===== src/rtl/bist_pkg.sv =====
// bist_pkg: shared types and constants for the BIST controller slice.
//   state_t        controller FSM states
//   LFSR_TAPS      feedback tap mask (x^4+x^3+1), shared by the LFSR and the MISR
//   DEF_WIDTH      default pattern/response/signature width
//   DEF_PATTERNS   default number of patterns applied per run
//   DEF_SEED       default LFSR value at run start (must be nonzero)
//   DEF_GOLDEN     default expected final signature
package bist_pkg;
   typedef enum logic [1:0] {
      IDLE = 2'd0,
      RUN  = 2'd1,
      DONE = 2'd2
   } state_t;
   localparam int         DEF_WIDTH    = 4;
   localparam int         DEF_PATTERNS = 15;
   localparam logic [3:0] LFSR_TAPS    = 4'b1100;
   localparam logic [3:0] DEF_SEED     = 4'b0001;
   localparam logic [3:0] DEF_GOLDEN   = 4'h8;
endpackage


===== src/rtl/bist_controller_if.sv =====
// bist_controller_if: handshake and data bundle between the TAP/core side and the BIST engine.
//   start        TAP request level (RUNBIST)
//   bist_in      core response
//   bist_out     pattern driven to the core
//   bist_enable  core_logic mux select
//   busy         run in progress
//   done         run finished
//   pass         final signature matched the golden value
//   signature    final MISR value
//   modport slave  : the BIST engine
//   modport master : the TAP/core side
interface bist_controller_if #(parameter int WIDTH = 4);
   logic             start;
   logic [WIDTH-1:0] bist_in;
   logic [WIDTH-1:0] bist_out;
   logic             bist_enable;
   logic             busy;
   logic             done;
   logic             pass;
   logic [WIDTH-1:0] signature;
   modport slave (
      input  start, bist_in,
      output bist_out, bist_enable, busy, done, pass, signature
   );
   modport master (
      output start, bist_in,
      input  bist_out, bist_enable, busy, done, pass, signature
   );
endinterface


===== src/rtl/bist_misr.sv =====
// bist_misr: multiple-input signature register compacting the core response.
//   clk       test clock
//   rst_n     asynchronous active-low reset (clears the signature)
//   clr       synchronous clear of the signature
//   en        absorb din on this edge
//   din       response word
//   sig_next  signature the register takes if din is absorbed this edge
module bist_misr import bist_pkg::*; #(
   parameter int WIDTH = DEF_WIDTH
) (
   input  logic             clk,
   input  logic             rst_n,
   input  logic             clr,
   input  logic             en,
   input  logic [WIDTH-1:0] din,
   output logic [WIDTH-1:0] sig_next
);
   localparam logic [WIDTH-1:0] TAP_MASK = WIDTH'(LFSR_TAPS);
   logic [WIDTH-1:0] sig;
   // Same shift/feedback as the pattern LFSR, with the response folded in.
   assign sig_next = {sig[WIDTH-2:0], ^(sig & TAP_MASK)} ^ din;
   always_ff @(posedge clk or negedge rst_n) begin
      if (!rst_n)   sig <= '0;
      else if (clr) sig <= '0;
      else if (en)  sig <= sig_next;
   end
endmodule


===== src/rtl/bist_controller.sv =====
// bist_controller: BIST engine driving LFSR patterns into the core and checking a MISR signature.
//   tck   test clock, all state changes on its rising edge
//   trst  asynchronous active-low reset
//   bus   bist_controller_if.slave: start/bist_in in; bist_out, bist_enable, busy,
//         done, pass, signature out
module bist_controller import bist_pkg::*; #(
   parameter int             WIDTH      = DEF_WIDTH,
   parameter int             PATTERNS   = DEF_PATTERNS,
   parameter logic [WIDTH-1:0] LFSR_SEED  = WIDTH'(DEF_SEED),
   parameter logic [WIDTH-1:0] GOLDEN_SIG = WIDTH'(DEF_GOLDEN)
) (
   input logic             tck,
   input logic             trst,
   bist_controller_if.slave bus
);
   localparam int               CW       = $clog2(PATTERNS + 1);
   localparam logic [WIDTH-1:0] TAP_MASK = WIDTH'(LFSR_TAPS);
   state_t           state, state_next;
   logic [WIDTH-1:0] lfsr, sig_q, misr_next;
   logic [CW-1:0]    count;
   logic             run_q, pass_q;
   logic             launch, absorb, abort, last;
   bist_misr #(.WIDTH(WIDTH)) u_misr (
      .clk      (tck),
      .rst_n    (trst),
      .clr      (launch),
      .en       (absorb),
      .din      (bus.bist_in),
      .sig_next (misr_next)
   );
   always_comb begin
      state_next = state;
      launch     = 1'b0;
      absorb     = 1'b0;
      abort      = 1'b0;
      last       = count == CW'(PATTERNS - 1);
      case (state)
         IDLE: if (bus.start) begin
            state_next = RUN;
            launch     = 1'b1;
         end
         RUN: if (!bus.start) begin
            state_next = IDLE;
            abort      = 1'b1;
         end else begin
            absorb     = 1'b1;
            state_next = last ? DONE : RUN;
         end
         DONE:    state_next = bus.start ? DONE : IDLE;
         default: state_next = IDLE;
      endcase
   end
   always_ff @(posedge tck or negedge trst) begin
      if (!trst) begin
         state  <= IDLE;
         lfsr   <= LFSR_SEED;
         count  <= '0;
         run_q  <= 1'b0;
         pass_q <= 1'b0;
         sig_q  <= '0;
      end else begin
         state <= state_next;
         run_q <= state_next == RUN;
         if (launch) begin
            lfsr   <= LFSR_SEED;
            count  <= '0;
            pass_q <= 1'b0;
         end else if (absorb) begin
            lfsr  <= {lfsr[WIDTH-2:0], ^(lfsr & TAP_MASK)};
            count <= count + 1'b1;
            if (last) begin
               sig_q  <= misr_next;
               pass_q <= misr_next == GOLDEN_SIG;
            end
         end else if (abort) begin
            pass_q <= 1'b0;
         end
      end
   end
   // Patterns are gated by the registered run flag so nothing reaches the core outside RUN.
   assign bus.bist_out    = run_q ? lfsr : '0;
   assign bus.bist_enable = run_q;
   assign bus.busy        = run_q;
   assign bus.done        = state == DONE;
   assign bus.pass        = pass_q;
   assign bus.signature   = sig_q;
endmodule


===== src/flat_wrapper.sv =====
// flat-port wrapper written by rule: the top's interface ports become plain ports
module bist_controller_flat import bist_pkg::*;
#(
   parameter int             WIDTH      = DEF_WIDTH,
   parameter int             PATTERNS   = DEF_PATTERNS,
   parameter logic [WIDTH-1:0] LFSR_SEED  = WIDTH'(DEF_SEED),
   parameter logic [WIDTH-1:0] GOLDEN_SIG = WIDTH'(DEF_GOLDEN)
)
  (tck, trst, bus_start, bus_bist_in, bus_bist_out, bus_bist_enable, bus_busy, bus_done, bus_pass, bus_signature);
  bist_controller_if #(.WIDTH(WIDTH)) bus_i ();
  input logic tck;
  input logic trst;
  input wire logic [$bits(bus_i.start)-1:0] bus_start;
  input wire logic [$bits(bus_i.bist_in)-1:0] bus_bist_in;
  output wire logic [$bits(bus_i.bist_out)-1:0] bus_bist_out;
  output wire logic [$bits(bus_i.bist_enable)-1:0] bus_bist_enable;
  output wire logic [$bits(bus_i.busy)-1:0] bus_busy;
  output wire logic [$bits(bus_i.done)-1:0] bus_done;
  output wire logic [$bits(bus_i.pass)-1:0] bus_pass;
  output wire logic [$bits(bus_i.signature)-1:0] bus_signature;
  assign bus_i.start = bus_start;
  assign bus_i.bist_in = bus_bist_in;
  assign bus_bist_out = bus_i.bist_out;
  assign bus_bist_enable = bus_i.bist_enable;
  assign bus_busy = bus_i.busy;
  assign bus_done = bus_i.done;
  assign bus_pass = bus_i.pass;
  assign bus_signature = bus_i.signature;
  bist_controller #(.WIDTH(WIDTH), .PATTERNS(PATTERNS), .LFSR_SEED(LFSR_SEED), .GOLDEN_SIG(GOLDEN_SIG)) u_core (.tck(tck), .trst(trst), .bus(bus_i));
endmodule

===== config.mk =====
export PLATFORM = sky130hd
export DESIGN_NAME = bist_controller_flat
export DESIGN_NICKNAME = d
export VERILOG_FILES = /design/src/rtl/bist_pkg.sv /design/src/rtl/bist_controller_if.sv /design/src/rtl/bist_misr.sv /design/src/rtl/bist_controller.sv /design/src/flat_wrapper.sv
export SDC_FILE = /design/constraint.sdc
export NUM_CORES = 1
export LEC_CHECK = 0
export CELL_PAD_IN_SITES_DETAIL_PLACEMENT = 2
export CELL_PAD_IN_SITES_GLOBAL_PLACEMENT = 2
export CORE_AREA = 2 2 62 64
export DETAILED_ROUTE_END_ITERATION = 10
export DIE_AREA = 0 0 64 66
export MAX_ROUTING_LAYER = met4
export PLACE_DENSITY_LB_ADDON = 0.1
export SLEW_MARGIN = 20
export SYNTH_ARGS = -nofsm -noshare
export SYNTH_HDL_FRONTEND = slang
export SYNTH_HIERARCHICAL = 1
export SYNTH_SLANG_ARGS = --single-unit

===== constraint.sdc =====
create_clock -name tck -period 1.3 [get_ports tck]
set_input_delay 0.26 -clock tck [delete_from_list [all_inputs] [get_ports tck]]
set_output_delay 0.26 -clock tck [all_outputs]
set_load 0.05 [all_outputs]

# Yosys cells after proc, flatten, opt, wreduce, memory -nomap -nowiden
# Index checks and enable logic that the tools add are counted.
# word_totals
word_cells	44
reg_bits	20
inputBits	7
out_inout_bits	12
# classes
n_eq_ne	6
bitwise	2
reduce_logical	7
add_sub_neg	1
muxes	21
# ops
cell	n
2-to-1 mux 4 bit	7
2-to-1 mux 1 bit	9
== test 4 bit, second input constant	2
2-to-1 mux 2 bit	4
XOR reduction 4 bit	2
case mux 2 bit (3 select lines)	1
adder 4 x 1 -> 4 bit, second input constant	1
== test 2 x 1 -> 1 bit, second input constant	2
bitwise XOR 4 bit	1
inequality test 3 x 2 -> 1 bit, second input constant	1
AND reduction 3 bit	1
nonzero test 3 bit	1
== test 2 bit, second input constant	1
logical NOT 2 bit	1
AND reduction 2 bit	1
nonzero test 2 bit	1
NOT 1 bit	1

# Logic depth before layout (Yosys ltp)
# Gate-level depths: netlist of run 1.
# depth
depth_word	6
ltp_mapped	5
depth_no_buf	5

# Modules after synthesis
# The synthesis of run 1 kept the hierarchy.
# modules_own_cells
mod	cells_per_inst	instances	seq_area_each_um2	area_each_um2
bist_controller	72	1	401.6	755.7
bist_misr	17	1	100.1	211.5

# Least setup slack after synthesis of run 1
# No wires, ideal clock.
# synth_path
path_type	register -> output
startpoint	reg u_core.run_q, in the netlist u_core/bus.bist_enable
endpoint	out bus_bist_out[0]
slack_ns	-0.110
required_ns	1.040
n_path_buf	0
path_stages_with_launch	2
arrival_ns	1.150
cell_sequence	dfrtp_1 -> and2_1
# synth_via
elab_chain_len	1
# synth_lines
item	line	text
start, declared	bist_controller.sv:21	logic run_q, pass_q;
start signal, assigned	bist_controller.sv:58	run_q <= 1'b0;
start signal, assigned	bist_controller.sv:63	run_q <= state_next == RUN;
2-to-1 mux 4 bit	bist_controller.sv:81	assign bus.bist_out = run_q ? lfsr : '0;
end, declared	flat_wrapper.sv:15	output wire logic [$bits(bus_i.bist_out)-1:0] bus_bist_out;
# Every way passes these cells.

# Worst setup path after layout of run 1
# layout_path
startpoint	reg u_core.state[0]
endpoint	out bus_done
# layout_via
elab_chain_len	1
# layout_lines
item	line	text
start, declared	bist_controller.sv:18	state_t state, state_next;
start signal, assigned	bist_controller.sv:62	state <= state_next;
== test 2 bit	bist_controller.sv:84	assign bus.done = state == DONE;
end, declared	flat_wrapper.sv:18	output wire logic [$bits(bus_i.done)-1:0] bus_done;
# Every way passes these cells.

==> results.yml, run 1 <==
outcome:
  outcome: "finished with violations"
  violations: "setup timing"
sta:
  fin_skew_ns: 0.00537
  finalHoldViolCount: 0
  slew_headroom_pct: 78.3
  fmax_mhz: 700
  finalCriticalPeriod_ns: 1.43
  finalSetupTns_ns: -0.862
  post-route-period-util_pct: 110
  setup_viol: 14
  rsz0062_at_grt: "yes"
  setup_slack_ns: -0.129
  slew_violations: 0
  worst_slew_pin_slew_ns: 0.325
synthesis:
  ys_seq_area_share_pct: 51.9
  synth_top_area_share_pct: 49.2
  syn_avg_cell_area_um2: 10.9
  syn-instance-count: 89
  synth_warnings: 6
  synth-edff-count: 0
  synthArstFlopShare_pct: 100
  synth.distinct_cells: 31
  ys_ff_latch: 20
  netlist_area_um2: 967
  synthTopCellsByArea: "dfrtp_1 (49%), mux2_2 (4.7%), mux2i_1 (4.1%), nand2_1 (3.5%), o21ai_0 (3.1%)"
  ys.flop_type: "dfrtp_1"
  synth_nets: 98
  yosys.area.top_type: "dfrtp_1"
setup_path:
  crit_type: "flip-flop to output port"
  startpoint_type: "flip-flop"
  worstPathRequired_ns: 1.04
  r2r_setup_slack_ns: -0.09
  timing.rr.start: "u_core/count[0]"
  r2r_cells: 5
  worstReg2RegEnd: "u_core/bus.signature[0]"
  end_kind: "output port"
  path_max_fanout: 2
  crit_arrival_ns: 1.17
floorplanning:
  design.core.area_mm2: 0.00355
  die_w_um: 64
  io-pin-count: 19
  dieHeight_um: 66
  row_count: 22
  start_util_pct: 27.2
  die-area_mm2: 0.00422
hold_path:
  hp-class: "input port to asynchronous set/reset pin"
cells_and_area:
  fin_cells: 181
  filler_cell_count: 370
  layout_common_cells: "buf_4 (20), dfrtp_1 (18), buf_12 (14)"
  final_layout_size_suffix_gt1_share_pct: 45.9
  syn_to_final_growth_pct: 72.2
  final_util_pct: 46.9
  fin_nets: 143
  final_area_mm2: 0.00167
  layout_commonest_cell: "buf_4"
  register_area_um2: 503
  multi_input_area_um2: 508
  antenna_cells: 0
global_route:
  globalRouteOverflowTotal: 0
  grtUsageTotal_pct: 15.1
  grt_max_degree: 21
  grt_pass1_wl_um: 4760
  antenna_found_initial: 0
  grt_pass1_vias: 976
place:
  place_area_mm2: 0.00146
  dp_cells: 166
  place.detailed.hpwl_um: 1760
  port_buffers: 18
  routabilityCongestion: 0.736
clock_network:
  clock-sinks: 20
  clockBufferDepth: 2
  cts_root_buf: "clkbuf_4"
  cts_buffers: 3
  h-tree-depth: 1
  cts_tree: "built"
  clk_latency_ns: 0.31
  path_clk_slew_ns: 0.12
detailed_routing:
  drtIter0Drc: 19
  vias_per_cell: 4.43
  first_pass_iters: 2
  wl_per_cell_um: 14.3
  postRouteAntennaNets: 0
  wl_um: 2590
  vias: 802
  remaining_drc_errors: 0
power_and_ir_drop:
  totalPowerFinal_mw: 1.91
  p_per_area_mw_per_mm2: 1150
  power.ir.vdd_worst_mv: 0.436
  p_leak_nw: 0.774
job:
  drv_cap: 0
[power breakdown]
| group | leakage, nW | switching (mW) | total (mW) | internal (mW) |
|---|---|---|---|---|
| combinational | 0.485 | 0.274 | 0.614 | 0.340 |
| clock | 0.0279 | 0.207 | 0.519 | 0.312 |
| sequential | 0.261 | 0.0799 | 0.778 | 0.698 |
[metal layers]
metal	vias to the layer above	global-route usage [%]	share of wire, %
li1	388	-	-
met5	-	-	0
met3	4	2.90	3.2
met4	0	4.89	1.2
met2	14	25.3	51
met1	396	18.4	45
[flip-flops by register name (all words and copies together), names as in the netlist]
name / count
u_core/count: 4
u_core/u_misr/sig: 4
u_core/bus.bist_enable: 1
u_core/bus.signature: 4
u_core/bus.pass: 1
u_core/lfsr: 4
u_core/state: 2
[how the worst max path moves through the flow]
| stage | start | to | slack, ns | cells after the start |
|---|---|---|---|---|
| global route | u_core/state[0] | bus_done | -0.18 | 3 |
| finish | u_core/state[0] | bus_done | -0.13 | 3 |
| detailed placement | bus_bist_in[0] | u_core/bus.pass | -0.39 | 4 |
| CTS | u_core/state[0] | bus_done | -0.13 | 3 |
| global placement | bus_bist_in[0] | u_core/bus.pass | -0.35 | 4 |
| floorplan | u_core/count[0] | u_core/bus.signature[0] | -0.006 | 5 |
[logic make-up (layout without fill, tap and decap cells)]
group                    Yosys count  count (layout)  share of synthesized area, %
AO/OA/AOI/OAI                     14              14                          8.80
XOR/XNOR                           5               5                          6.21
adder cells (fa/ha/maj)            2               2                          2.59
buffers and inverters              6              50                          2.97
flip-flops                        20              20                          51.9
multiplexers                       8               8                          8.80
AND/OR/NAND/NOR                   34              34                          18.8
[synth_stat cells, drive strengths merged (2+ instances only)]
library cell  number
a21o               2
a21oi              3
and2               4
buf                2
clkbuf             2
dfrtp             19
ha                 2
inv                2
mux2               4
mux2i              4
nand2              9
nand2b             4
nand3              5
nor2               6
nor2b              2
o21ai              6
xor2               3
[worst max-delay path: stages, from the launching register on]
cell	delay, ns
dfrtp_1	0.44
buf_12	0.15
nor2b_4	0.13
buf_12	0.14
[through the flow]
step                      hold WS, ns  worst slack, ns
after CTS                       0.265           -0.128
after detailed placement        0.512           -0.388
after floorplan               -0.0356         -0.00603
final                           0.281           -0.129
after global routing            0.266           -0.179
after global placement          0.485           -0.350
[area by class of cell]
class | count | share of cell area, %
timing repair buffer | 44 | 32.1
multi-input combinational | 63 | 30.5
clock inverter | 1 | 1.80
inverter | 2 | 0.451
tap | 48 | 3.61
sequential | 20 | 30.2
clock buffer | 3 | 1.35
[timing repair]
action / 4_1_cts / 5_1_grt
setup buffers: 7 / 5
hold buffers: 0 / 0
endpoints found under the setup margin: 13 / 19
resized for setup: 17 / 5
pin swaps: 7 / 2
gates cloned: 0 / 0
No activity file was read; power rests on OpenSTA's default activity.
==> run 2: changes to the inputs <==
--- a/config.mk
+++ b/config.mk
@@ -10,6 +10,7 @@
 export CORE_AREA = 2 2 62 64
 export DETAILED_ROUTE_END_ITERATION = 10
 export DIE_AREA = 0 0 64 66
+export GPL_TIMING_DRIVEN = 0
 export MAX_ROUTING_LAYER = met4
 export PLACE_DENSITY_LB_ADDON = 0.1
 export SLEW_MARGIN = 20
==> run 2 against run 1 <==
Against the previous run: the run still ends with setup timing left; combinational power decreased by 20%; first-iteration DRC count down 16%; clock-buffer cell count rose by 1; sequential share of layout area increased by 4.5 points; setup slack improved by 0.022 ns; register-to-register slack lost 0.02 ns; die area is the same; routed wire length up 2.2%; flip-flop and latch count did not move; final area is 13% lower; clock skew increased by 0.0067 ns; total power shrank 15%; critical path type is now flip-flop to flip-flop.
==> results.yml, run 2 (synthesized netlist as in run 1, its figures left out) <==
job:
  drv_cap: 0
sta:
  setup_slack_ns: -0.107
  finalHoldViolCount: 0
  setup_viol: 18
  finalSetupTns_ns: -0.825
  fmax_mhz: 711
  finalCriticalPeriod_ns: 1.41
  post-route-period-util_pct: 108
  slew_headroom_pct: 36.1
  slew_violations: 0
  fin_skew_ns: 0.0120
  worst_slew_pin_slew_ns: 0.956
  rsz0062_at_grt: "yes"
global_route:
  antenna_found_initial: 0
  grt_pass1_vias: 892
  grtUsageTotal_pct: 13.4
  grt_pass1_wl_um: 4240
  grt_max_degree: 21
  globalRouteOverflowTotal: 0
cells_and_area:
  fin_nets: 136
  layout_commonest_cell: "dfrtp_1"
  final_layout_size_suffix_gt1_share_pct: 44.4
  layout_common_cells: "dfrtp_1 (18), buf_4 (15), nand2_1 (9)"
  final_area_mm2: 0.00145
  antenna_cells: 0
  filler_cell_count: 371
  syn_to_final_growth_pct: 49.9
setup_path:
  startpoint_type: "flip-flop"
  crit_type: "flip-flop to flip-flop"
  worstPathRequired_ns: 1.49
  timing.rr.start: "u_core/state[1]"
  startpoint: "u_core/state[1]"
  path_max_fanout: 6
  end_kind: "flip-flop"
  crit_arrival_ns: 1.60
place:
  port_buffers: 18
  routabilityCongestion: 0.645
  place.detailed.hpwl_um: 1690
  place_area_mm2: 0.00122
clock_network:
  cts_root_buf: "clkbuf_4"
  clockBufferDepth: 2
  h-tree-depth: 1
  clock-sinks: 20
  clk_latency_ns: 0.30
  path_clk_slew_ns: 0.13
  cts_buffers: 3
  cts_tree: "built"
floorplanning:
  die-area_mm2: 0.00422
  start_util_pct: 27.2
  dieHeight_um: 66
  die_w_um: 64
  row_count: 22
  io-pin-count: 19
  design.core.area_mm2: 0.00355
hold_path:
  hp-class: "input port to flip-flop"
  hold_start: "bus_start"
power_and_ir_drop:
  power.ir.vdd_worst_mv: 0.498
  p_leak_nw: 0.703
  p_per_area_mw_per_mm2: 1130
detailed_routing:
  wl_per_cell_um: 15.2
  postRouteAntennaNets: 0
  drtIter0Drc: 16
  vias: 802
  first_pass_iters: 2
  vias_per_cell: 4.61
  wl_um: 2650
  remaining_drc_errors: 0
outcome:
  outcome: "finished with violations"
  violations: "setup timing"
## run 2: changes by cell type in the layout (fill, tap and decap cells not counted), moves of 2 or more
| cell | previous run | this run |
|---|---|---|
| buf_2 | 0 | 6 |
| clkbuf_8 | 0 | 2 |
| buf_12 | 14 | 0 |
| buf_4 | 20 | 15 |
| buf_8 | 0 | 5 |
## run 2: layer usage
layer / global-route usage [%] / wire length (um) / up-vias
met2: 27.2 / 1450 / 12
met3: 1.36 / 79 / 2
li1: - / - / 375
met4: 2.45 / 16 / 0
met1: 13.8 / 1110 / 413
met5: - / 0 / -
## run 2: cell type report
cell class | count | area (um^2) | share of cell area, %
multi-input cells | 63 | 512 | 35.3
flip-flops and latches | 20 | 503 | 34.7
repair buffers | 33 | 294 | 20.3
well taps | 48 | 60.1 | 4.14
plain buffers | 4 | 37.5 | 2.59
clock buffers | 4 | 36.3 | 2.50
inverters | 2 | 7.51 | 0.518
## run 2: report_power, final
group | internal (mW) | switching, mW | leakage, nW
clock | 0.171 | 0.203 | 0.0210
combinational | 0.231 | 0.258 | 0.421
sequential | 0.698 | 0.0697 | 0.261
total | 1.10 | 0.532 | 0.703
## run 2: path summary, 6_finish.rpt
kind                                           end  slack, ns  cells past startpoint
max                        u_core/bus.signature[3]      -0.11                      3
min                                u_core/state[1]       0.41                      2
max reg2reg                u_core/bus.signature[3]      -0.11                      3
min reg2reg                u_core/bus.signature[1]       0.53                      1
max in group asynchronous   u_core/bus.bist_enable       0.19                      1
min in group asynchronous          u_core/count[1]       0.47                      1
## run 2: metrics by stage
stage | hold slack (ns) | util, % | worst slack [ns] | power (mW) | cells
after floorplan | -0.0356 | - | -0.00603 | 1.02 | 89
after global placement | 0.481 | 34.5 | -0.488 | 1.15 | 155
after detailed placement | 0.499 | 34.5 | -0.534 | 1.16 | 155
after CTS | 0.418 | 38.5 | -0.119 | 1.60 | 170
after global routing | 0.441 | 40.8 | -0.163 | 1.73 | 174
final | 0.412 | 40.8 | -0.107 | 1.63 | 174
## run 2: repair_timing
| action | CTS | global route |
|---|---|---|
| buffers inserted | 11 | 4 |
| pin swaps | 7 | 1 |
| hold buffers | 0 | 0 |
| setup endpoints to repair | 28 | 22 |
| resized for setup | 89 | 14 |
## run 2: critical path, cell delays in order (launching register included)
cell	delay [ns]
dfrtp_1	0.42
nand3b_1	0.27
nor2_4	0.28
mux2_4	0.32
